**src/rtl/intc_if.sv**
```systemverilog
// Bus bundle between the CPU-side ports and the intc interrupt controller.
// The master drives requests, mask and ack; the slave (intc) returns inter and status.
interface intc_if;
  logic [3:0] ext_irq;
  logic [7:0] mask_in;
  logic [7:0] ack_in;
  logic       inter;
  logic [7:0] status_out;

  modport master (
    output ext_irq, mask_in, ack_in,
    input  inter, status_out
  );

  modport slave (
    input  ext_irq, mask_in, ack_in,
    output inter, status_out
  );
endinterface

```
**src/rtl/intc.sv**
```systemverilog
// Four-source interrupt controller with sticky pending bits, mask, ack-edge clear and status byte.
// Optional feature macro: INTC_TIMER_EN makes source 3 an internal periodic timer.
module intc #(
  parameter int TIMER_DIV = 50000
) (
  input  logic   clk,
  input  logic   reset,
  intc_if.slave  bus
);

  logic [3:0] sync1_r;
  logic [3:0] sync2_r;
  logic [3:0] prev_r;
  logic       ack_prev_r;
  logic [3:0] pending_r;
  logic       lost_r;
  logic       inter_r;
  logic [7:0] status_r;

  logic [3:0] rise_s;
  logic       ack_s;
  logic [3:0] clr_s;
  logic [3:0] set_s;
  logic [3:0] active_s;
  logic [1:0] idx_s;
  logic [3:0] pending_next_s;
  logic       lost_next_s;

  assign rise_s = sync2_r & ~prev_r;
  assign ack_s  = bus.ack_in[7] & ~ack_prev_r;
  assign clr_s  = ack_s ? bus.ack_in[3:0] : 4'b0000;

`ifdef INTC_TIMER_EN
  localparam int CW = $clog2(TIMER_DIV);
  localparam logic [CW-1:0] LAST = CW'(TIMER_DIV - 1);

  logic [CW-1:0] count_r;
  logic          tick_s;

  // The tick fires on the edge where the counter wraps back to zero.
  assign tick_s = (count_r == LAST);
  assign set_s  = {tick_s, rise_s[2:0]};

  // Free-running period counter, phase restarted by reset.
  always_ff @(posedge clk) begin
    if (reset) begin
      count_r <= {CW{1'b0}};
    end else if (tick_s) begin
      count_r <= {CW{1'b0}};
    end else begin
      count_r <= count_r + {{(CW-1){1'b0}}, 1'b1};
    end
  end
`else
  assign set_s = rise_s;
`endif

  // Set wins over clear for both pending bits and the overrun flag.
  always_comb begin
    pending_next_s = (pending_r & ~clr_s) | set_s;
    lost_next_s    = (set_s[3] & pending_r[3]) | (lost_r & ~clr_s[3]);
  end

  assign active_s = pending_r & bus.mask_in[3:0];

  // Lowest-numbered active source has priority.
  always_comb begin
    idx_s = 2'd0;
    if (active_s[0]) begin
      idx_s = 2'd0;
    end else if (active_s[1]) begin
      idx_s = 2'd1;
    end else if (active_s[2]) begin
      idx_s = 2'd2;
    end else if (active_s[3]) begin
      idx_s = 2'd3;
    end else begin
      idx_s = 2'd0;
    end
  end

  // Synchronisers, edge detectors, pending state and registered outputs.
  always_ff @(posedge clk) begin
    if (reset) begin
      sync1_r    <= 4'b0000;
      sync2_r    <= 4'b0000;
      prev_r     <= 4'b0000;
      ack_prev_r <= 1'b0;
      pending_r  <= 4'b0000;
      lost_r     <= 1'b0;
      inter_r    <= 1'b0;
      status_r   <= 8'h00;
    end else begin
      sync1_r    <= bus.ext_irq;
      sync2_r    <= sync1_r;
      prev_r     <= sync2_r;
      ack_prev_r <= bus.ack_in[7];
      pending_r  <= pending_next_s;
      lost_r     <= lost_next_s;
      inter_r    <= |active_s;
      status_r   <= {lost_r, |active_s, idx_s, pending_r};
    end
  end

  assign bus.inter      = inter_r;
  assign bus.status_out = status_r;

endmodule

```
**src/flat_wrapper.sv**
```systemverilog
// flat-port wrapper written by rule: the top's interface ports become plain ports
module intc_flat 
#(
  parameter int TIMER_DIV = 50000
)
  (clk, reset, bus_ext_irq, bus_mask_in, bus_ack_in, bus_inter, bus_status_out);
  intc_if bus_i ();
  input  logic clk;
  input  logic reset;
  input wire logic [$bits(bus_i.ext_irq)-1:0] bus_ext_irq;
  input wire logic [$bits(bus_i.mask_in)-1:0] bus_mask_in;
  input wire logic [$bits(bus_i.ack_in)-1:0] bus_ack_in;
  output wire logic [$bits(bus_i.inter)-1:0] bus_inter;
  output wire logic [$bits(bus_i.status_out)-1:0] bus_status_out;
  assign bus_i.ext_irq = bus_ext_irq;
  assign bus_i.mask_in = bus_mask_in;
  assign bus_i.ack_in = bus_ack_in;
  assign bus_inter = bus_i.inter;
  assign bus_status_out = bus_i.status_out;
  intc #(.TIMER_DIV(TIMER_DIV)) u_core (.clk(clk), .reset(reset), .bus(bus_i));
endmodule
```
**config.mk**
```make
export PLATFORM = sky130hd
export DESIGN_NAME = intc_flat
export DESIGN_NICKNAME = d
export VERILOG_FILES = /design/src/rtl/intc_if.sv /design/src/rtl/intc.sv /design/src/flat_wrapper.sv
export SDC_FILE = /design/constraint.sdc
export NUM_CORES = 1
export LEC_CHECK = 0
export ABC_AREA = 1
export CORE_MARGIN = 1.5
export CORE_UTILIZATION = 30
export CTS_BUF_LIST = sky130_fd_sc_hd__clkbuf_8
export CTS_CLUSTER_DIAMETER = 60
export DETAILED_ROUTE_END_ITERATION = 12
export PLACE_DENSITY = 0.66
export SYNTH_ARGS = -nofsm -noshare
export SYNTH_HDL_FRONTEND = slang
export SYNTH_SLANG_ARGS = --single-unit
```
**constraint.sdc**
```tcl
create_clock -name clk -period 0.95 [get_ports clk]
set_clock_uncertainty 0.15 [all_clocks]
set_input_delay 0.285 -clock clk [delete_from_list [all_inputs] [get_ports clk]]
set_output_delay 0.285 -clock clk [all_outputs]
set_load 0.01 [all_outputs]
```
# --- After elaboration in Yosys (flattened, before gate mapping) ---
# Cells that the tools add are included.
totals:
  reg_bits: 27
  input_bits: 22
  out_inout_bits: 9
  wordCells: 29
classes:
  muxes: 4
  n_bitwise: 12
  n_reduce_logical: 3
op_table:
  columns: ["operator", "n"]
  rows:
  - ["$and 4x4->4", 3]
  - ["$not 4->4", 2]
  - ["$mux 2", 2]
  - ["$mux 4", 1]
  - ["$or 4x4->4", 1]
  - ["$reduce_or 4->1", 1]
  - ["$and 1x1->1", 3]
  - ["$reduce_or 3->1", 1]
  - ["$not 1->1", 2]
  - ["$reduce_or 2->1", 1]
  - ["$mux 1", 1]
  - ["$or 1x1->1", 1]

# --- Depth between registers and ports, before layout ---
# Gate-level depths: netlist of run 1.
logic_depth:
  ltp_word: 6
  mapped_depth: 4
  mapped_depth_nobuf: 4

# --- Worst setup path after synthesis of run 1 ---
# OpenSTA, ideal clock, no wires.
synth_timing:
  path_kind: "flip-flop to output port"
  from: "reg u_core.status_r[6] (netlist: u_core.bus.status_out[6])"
  to: "out bus_status_out[6]"
  arrival_ns: 0.485
  required_ns: 0.515
  slack_ns: 0.030
  stages_incl_launch_ff: 2
  n_path_buf: 1
  cell_sequence: "dfxtp_1 buf_4"
synth_rtl:
  columns: ["element", "line", "text"]
  rows:
  - ["start: declaration", "intc.sv:18", "logic [7:0] status_r;"]
  - ["start signal: assignment", "intc.sv:101", "status_r <= {lost_r, |active_s, idx_s, pending_r};"]
  - ["end: declaration", "flat_wrapper.sv:14", "output wire logic [$bits(bus_i.status_out)-1:0] bus_status_out;"]
# No word-level cell between the ends.

# --- Worst setup path in the final report of run 1 ---
layout_timing:
  from: "reg u_core.status_r[6] (netlist: u_core.bus.status_out[6])"
  to: "out bus_status_out[6]"
# No word-level cell between the ends.

==> flow_metrics.tcl, run 1 <==
set metrics [dict create \
    yosysUniqueCellTypes 14 \
    initial_core_util_pct 31.9 \
    crit_chain "buf_6" \
    viasPerCell 4.11 \
    tightestPinTransition_ns 0.198 \
    fin_util_pct 45.6 \
    grt_pass1_wl_um 2740 \
    path_clk_slew_ns 0.09 \
    antenna_found_initial 0 \
    die_w_um 57.6 \
    fp.dieH_um 57.6 \
    track_usage_pct 10.8 \
    via_count 645 \
    dr_wl_met3_um 113 \
    syn_avg_cell_area_um2 9.14 \
    hold_viol 0 \
    end_kind "output port" \
    power.density_mw_per_mm2 1780 \
    first_pass_iters 8 \
    rsz0062_at_grt "yes" \
    synth_fp_nets 120 \
    netlist_instances 98 \
    grt_pass1_vias 693 \
    insertion_delay_ns 0.27 \
    wl_per_cell_um 9.61 \
    vdd_drop_max_mv 0.758 \
    ios 31 \
    routed.top_layer "met4" \
    slowest_stage "dfxtp_2" \
    nNetsFinal 149 \
    finalSetupViolations 9 \
    numCtsBuffers 3 \
    netlist_area_um2 896 \
    io_buffers 23 \
    whs_ns 0.193 \
    worstPathRequired_ns 0.51 \
    crit_family "flip-flops" \
    pre_cts_ws_ns -0.495 \
    startpoint_type "flip-flop" \
    core_area_mm2 0.00281 \
    p_total_mw 2.28 \
    synthToLayoutAreaGrowth_pct 42.9 \
    final_cells 157 \
    cts-root-buf "clkbuf_8" \
    postRouteAntennaNets 0 \
    final.min_clock_period_ns 1.15 \
    cap_viol_max_count 0 \
    setup_slack_ns -0.203 \
    routabilityCongestion 0.686 \
    drc_errors 6 \
    wl_um 1510 \
    cp_num_buf_inv 1 \
    dp_hpwl_um 1070 \
    hold_class "in2reg" \
    fmax_ghz 0.867 \
    fp-row-count 19 \
    diodes 0 \
    reg2reg_slack_ns 0.07 \
    gr-total-overflow 0 \
    routed-wl-met2_um 752 \
    relSlewSlack_pct 86.8 \
    ys_seq_area_share_pct 58.1 \
    clk_path_buf_depth 2 \
    critPathMaxFanout 2 \
    status "complete, but fails checks" \
    worstPathArrival_ns 0.72 \
    final_layout_size_suffix_gt1_share_pct 31.7 \
    fillCellCount 292 \
    die_area_mm2 0.00332 \
    synth_seq_cells 26 \
    drt-met1-wl_um 618 \
    violations "DRC, setup timing" \
    drtIter0Drc 14 \
    cts.sinks 26 \
    fin_crit_sh_pct 121 \
    slew_violations 0 \
    hold_buffers 0 \
    dp_cells 150 \
    p_leak_nw 0.632 \
    path_class "reg2out" \
    slowest_delay_ns 0.34 \
    synth_warnings 0 \
    grt_max_degree 16 \
    cts_tree "yes" \
    htree_levels 1 \
]
-- layout make-up --
type                       instances  area, um2  share of cell area [%]
sequential                        26        524                    41.0
timing repair buffer              27        297                    23.2
multi-input combinational         48        265                    20.7
inverter                          21       83.8                    6.55
clock buffer                       3       41.3                    3.23
tap                               31       38.8                    3.03
clock inverter                     1       30.0                    2.35
-- registers in the layout, summed over array words and instances (netlist names) --
name                   count
u_core.lost_r              1
u_core.prev_r              4
u_core.pending_r           4
u_core.sync1_r             4
u_core.sync2_r             4
u_core.ack_prev_r          1
u_core.bus.status_out      8
-- kinds of logic after synthesis --
| family | Yosys count | synth area share, % |
|---|---|---|
| simple gates | 44 | 24.9 |
| compound gates | 4 | 3.91 |
| flops | 26 | 58.1 |
| buf+inv | 24 | 13.1 |
-- cell usage after synthesis --
library cell / number / area [um2]
dfxtp_1: 26 / 521
inv_1: 20 / 75.1
nand2_1: 17 / 63.8
nor2_1: 12 / 45.0
nor2_4: 5 / 56.3
nand2_2: 4 / 25.0
nand3_1: 4 / 20.0
o21ai_2: 3 / 26.3
nor2_2: 2 / 12.5
a21oi_2: 1 / 8.76
buf_4: 1 / 7.51
buf_6: 1 / 11.3
buf_8: 1 / 15.0
inv_6: 1 / 8.76
-- report_power, final --
group | switching, mW | internal (mW)
clock | 0.337 | 0.564
combinational | 0.0961 | 0.132
sequential | 0.0163 | 1.13
-- final timing paths --
check,startpoint,endpoint,cells past startpoint
max reg2reg,u_core.ack_prev_r,u_core.pending_r[2],4
max,u_core.bus.status_out[6],bus_status_out[6],1
min,bus_ack_in[0],u_core.pending_r[0],4
min reg2reg,u_core.sync1_r[1],u_core.sync2_r[1],2
-- cell usage in the layout (no fill, tap or decap) --
| cell type | n |
|---|---|
| bufbuf_16 | 2 |
| buf_6 | 4 |
| nor2_1 | 11 |
| dlymetal6s2s_1 | 2 |
| nor2_4 | 5 |
| nor2_2 | 3 |
| dfxtp_1 | 23 |
| clkdlybuf4s50_1 | 6 |
| bufinv_16 | 1 |
| clkbuf_8 | 3 |
| buf_4 | 1 |
| nand2_2 | 6 |
| inv_1 | 20 |
| a21oi_2 | 1 |
| buf_2 | 6 |
| inv_6 | 1 |
| nand2_1 | 15 |
| o21ai_2 | 3 |
| nand3_1 | 4 |
| buf_12 | 1 |
| dlygate4sd2_1 | 5 |
| dfxtp_2 | 3 |
-- layer usage --
| metal | up-vias | global-route usage (%) |
|---|---|---|
| met3 | 4 | 2.90 |
| met5 | - | 0 |
| li1 | 340 | - |
| met1 | 282 | 11.9 |
| met4 | 0 | 5.98 |
| met2 | 19 | 18.8 |
-- through the flow --
step	setup TNS, ns	area, um2
floorplan	0	896
global placement	-12.76	1150
detailed placement	-13.39	1150
CTS	-1.80	1260
global route	-2.03	1280
finish	-1.70	1280
-- repair_timing --
item	in CTS	in global routing
setup buffers	1	0
gates cloned	2	0
endpoints found under the setup margin	35	12
pin swaps	8	3
resized for setup	48	9
hold endpoints to repair	0	0
(Power assumes the default switching activity.)
==> run 2: changes to the inputs <==
--- a/config.mk
+++ b/config.mk
@@ -6,12 +6,13 @@
 export NUM_CORES = 1
 export LEC_CHECK = 0
 export ABC_AREA = 1
+export CORE_ASPECT_RATIO = 1.5
 export CORE_MARGIN = 1.5
-export CORE_UTILIZATION = 30
+export CORE_UTILIZATION = 45
 export CTS_BUF_LIST = sky130_fd_sc_hd__clkbuf_8
 export CTS_CLUSTER_DIAMETER = 60
 export DETAILED_ROUTE_END_ITERATION = 12
-export PLACE_DENSITY = 0.66
+export PLACE_DENSITY = 0.89
 export SYNTH_ARGS = -nofsm -noshare
 export SYNTH_HDL_FRONTEND = slang
 export SYNTH_SLANG_ARGS = --single-unit
==> flow_metrics.tcl, run 2 (same netlist as run 1, synthesis figures left out) <==
set metrics [dict create \
    track_usage_pct 15.5 \
    violations "setup timing" \
    final_area_mm2 0.00129 \
    p_leak_nw 0.656 \
    dp_hpwl_um 1030 \
    diodes 0 \
    grt_pass1_vias 627 \
    dp_cells 141 \
    finalSetupViolations 9 \
    wl_um 1530 \
    path_class "reg2out" \
    final_cell_mix "dfxtp_1 (22), inv_1 (19), nand2_1 (12)" \
    r2r_cells 4 \
    wl_per_cell_um 10.4 \
    gr-total-overflow 0 \
    hold_buffers 0 \
    worstPathRequired_ns 0.51 \
    pwr-share-seq_pct 50.7 \
    p_clk_share_pct 39.1 \
    routabilityCongestion 0.658 \
    comb_power_share_pct 10.2 \
    slowest_delay_ns 0.34 \
    via_count 649 \
    hold_viol 0 \
    fin_crit_sh_pct 121 \
    cp-startpoint "u_core.bus.status_out[6]" \
    fmax_ghz 0.871 \
    core_area_mm2 0.00185 \
    numCtsBuffers 3 \
    final.min_clock_period_ns 1.15 \
    synthToLayoutAreaGrowth_pct 44.3 \
    startpoint_type "flip-flop" \
    p_switching_mw 0.445 \
    setup_slack_ns -0.197 \
    cts_tree "yes" \
    final_cells 147 \
    drtIter0Drc 1 \
    die_area_mm2 0.00227 \
    critPathMaxFanout 2 \
    p_total_mw 2.27 \
    crit_family "flip-flops" \
    rsz0062_at_grt "yes" \
    cp_num_buf_inv 1 \
    clk_path_buf_depth 2 \
    viasPerCell 4.41 \
    cap_viol_max_count 0 \
    final_layout_size_suffix_gt1_share_pct 38.1 \
    fp-row-count 19 \
    largest_reg_flops 8 \
    status "complete, but fails checks" \
    grt_max_degree 16 \
    p_int_mw 1.83 \
    hold_class "in2reg" \
    reg2reg_from "u_core.pending_r[1]" \
    worstPathArrival_ns 0.71 \
    relSlewSlack_pct 84.7 \
    antenna_found_initial 0 \
    htree_levels 1 \
    grt_pass1_wl_um 2460 \
    end_kind "output port" \
    io_buffers 23 \
    reg2reg_slack_ns 0.05 \
    slew_violations 0 \
    worstSetupEndpoint "bus_inter" \
    cts.sinks 26 \
    slowest_stage "dfxtp_2" \
    switching_share_pct 19.6 \
    power.density_mw_per_mm2 1760 \
    nNetsFinal 149 \
    insertion_delay_ns 0.26 \
    tightestPinTransition_ns 0.229 \
    postPlaceCellArea_mm2 0.00115 \
    r2r_end "u_core.bus.status_out[6]" \
    postRouteAntennaNets 0 \
    path_clk_slew_ns 0.09 \
    first_pass_iters 4 \
    die_w_um 39.4 \
    worstSetupPathDepth 1 \
    cts-root-buf "clkbuf_8" \
    drc_errors 0 \
    initial_core_util_pct 48.3 \
    fp.dieH_um 57.6 \
    ios 31 \
    crit_chain "buf_6" \
    vdd_drop_max_mv 1.86 \
    mostFrequentLayoutCell "dfxtp_1" \
]
-- run 2: power groups by stage --
stage	logic (mW)	clock network (mW)	registers (mW)
floorplan	0.101	0	1.18
global placement	0.200	0	1.17
detailed placement	0.205	0	1.17
CTS	0.227	0.904	1.15
global route	0.254	0.945	1.16
finish	0.231	0.890	1.15
-- run 2: metal layers --
| layer | GRT usage, % | part of all wire, % | vias up |
|---|---|---|---|
| li1 | - | - | 339 |
| met1 | 17.6 | 37 | 277 |
| met2 | 26.7 | 53 | 27 |
| met3 | 2.30 | 7.8 | 6 |
| met4 | 7.39 | 1.5 | 0 |
| met5 | 0 | 0 | - |
-- run 2: worst min-delay path: cells and delay by family --
kind / cells / cell delay [ns]
simple gates: 2 / 0.11
compound gates: 1 / 0.04
buf+inv: 1 / 0.12
-- run 2: what timing repair did --
action,4_1_cts,5_1_grt
resized for setup,49,18
gates cloned,2,0
pin swaps,7,6
setup endpoints to repair,35,16
buffers inserted,0,0
-- run 2: worst min-delay path by stage --
stage / end / from / slack, ns / cells after the start
2_1_floorplan: u_core.sync2_r[0] / u_core.sync1_r[0] / 0.24 / 2
6_report: u_core.pending_r[1] / bus_ack_in[1] / 0.18 / 4
5_1_grt: u_core.pending_r[1] / bus_ack_in[1] / 0.19 / 4
4_1_cts: u_core.sync2_r[2] / u_core.sync1_r[2] / 0.26 / 2
3_3_place_gp: u_core.sync2_r[0] / u_core.sync1_r[0] / 0.24 / 2
3_5_place_dp: u_core.sync2_r[1] / u_core.sync1_r[1] / 0.25 / 2
-- run 2: metrics by stage --
stage | worst slack, ns | hold slack, ns | TNS (ns) | util, %
final | -0.197 | 0.176 | -1.63 | 69.7
after floorplan | 0.0298 | 0.238 | 0 | -
after detailed placement | -0.470 | 0.249 | -12.93 | 61.8
after global placement | -0.459 | 0.241 | -12.65 | 61.8
after global routing | -0.216 | 0.195 | -1.85 | 69.7
after CTS | -0.204 | 0.261 | -1.70 | 67.5
-- run 2: cell type report --
| class | count | area (um2) |
|---|---|---|
| clock buffers | 3 | 41.3 |
| clock inverters | 1 | 30.0 |
| fillers | 137 | 562 |
| inverters | 21 | 86.3 |
| multi-input cells | 48 | 288 |
| flip-flops and latches | 26 | 526 |
| well taps | 21 | 26.3 |
| repair buffers | 27 | 295 |
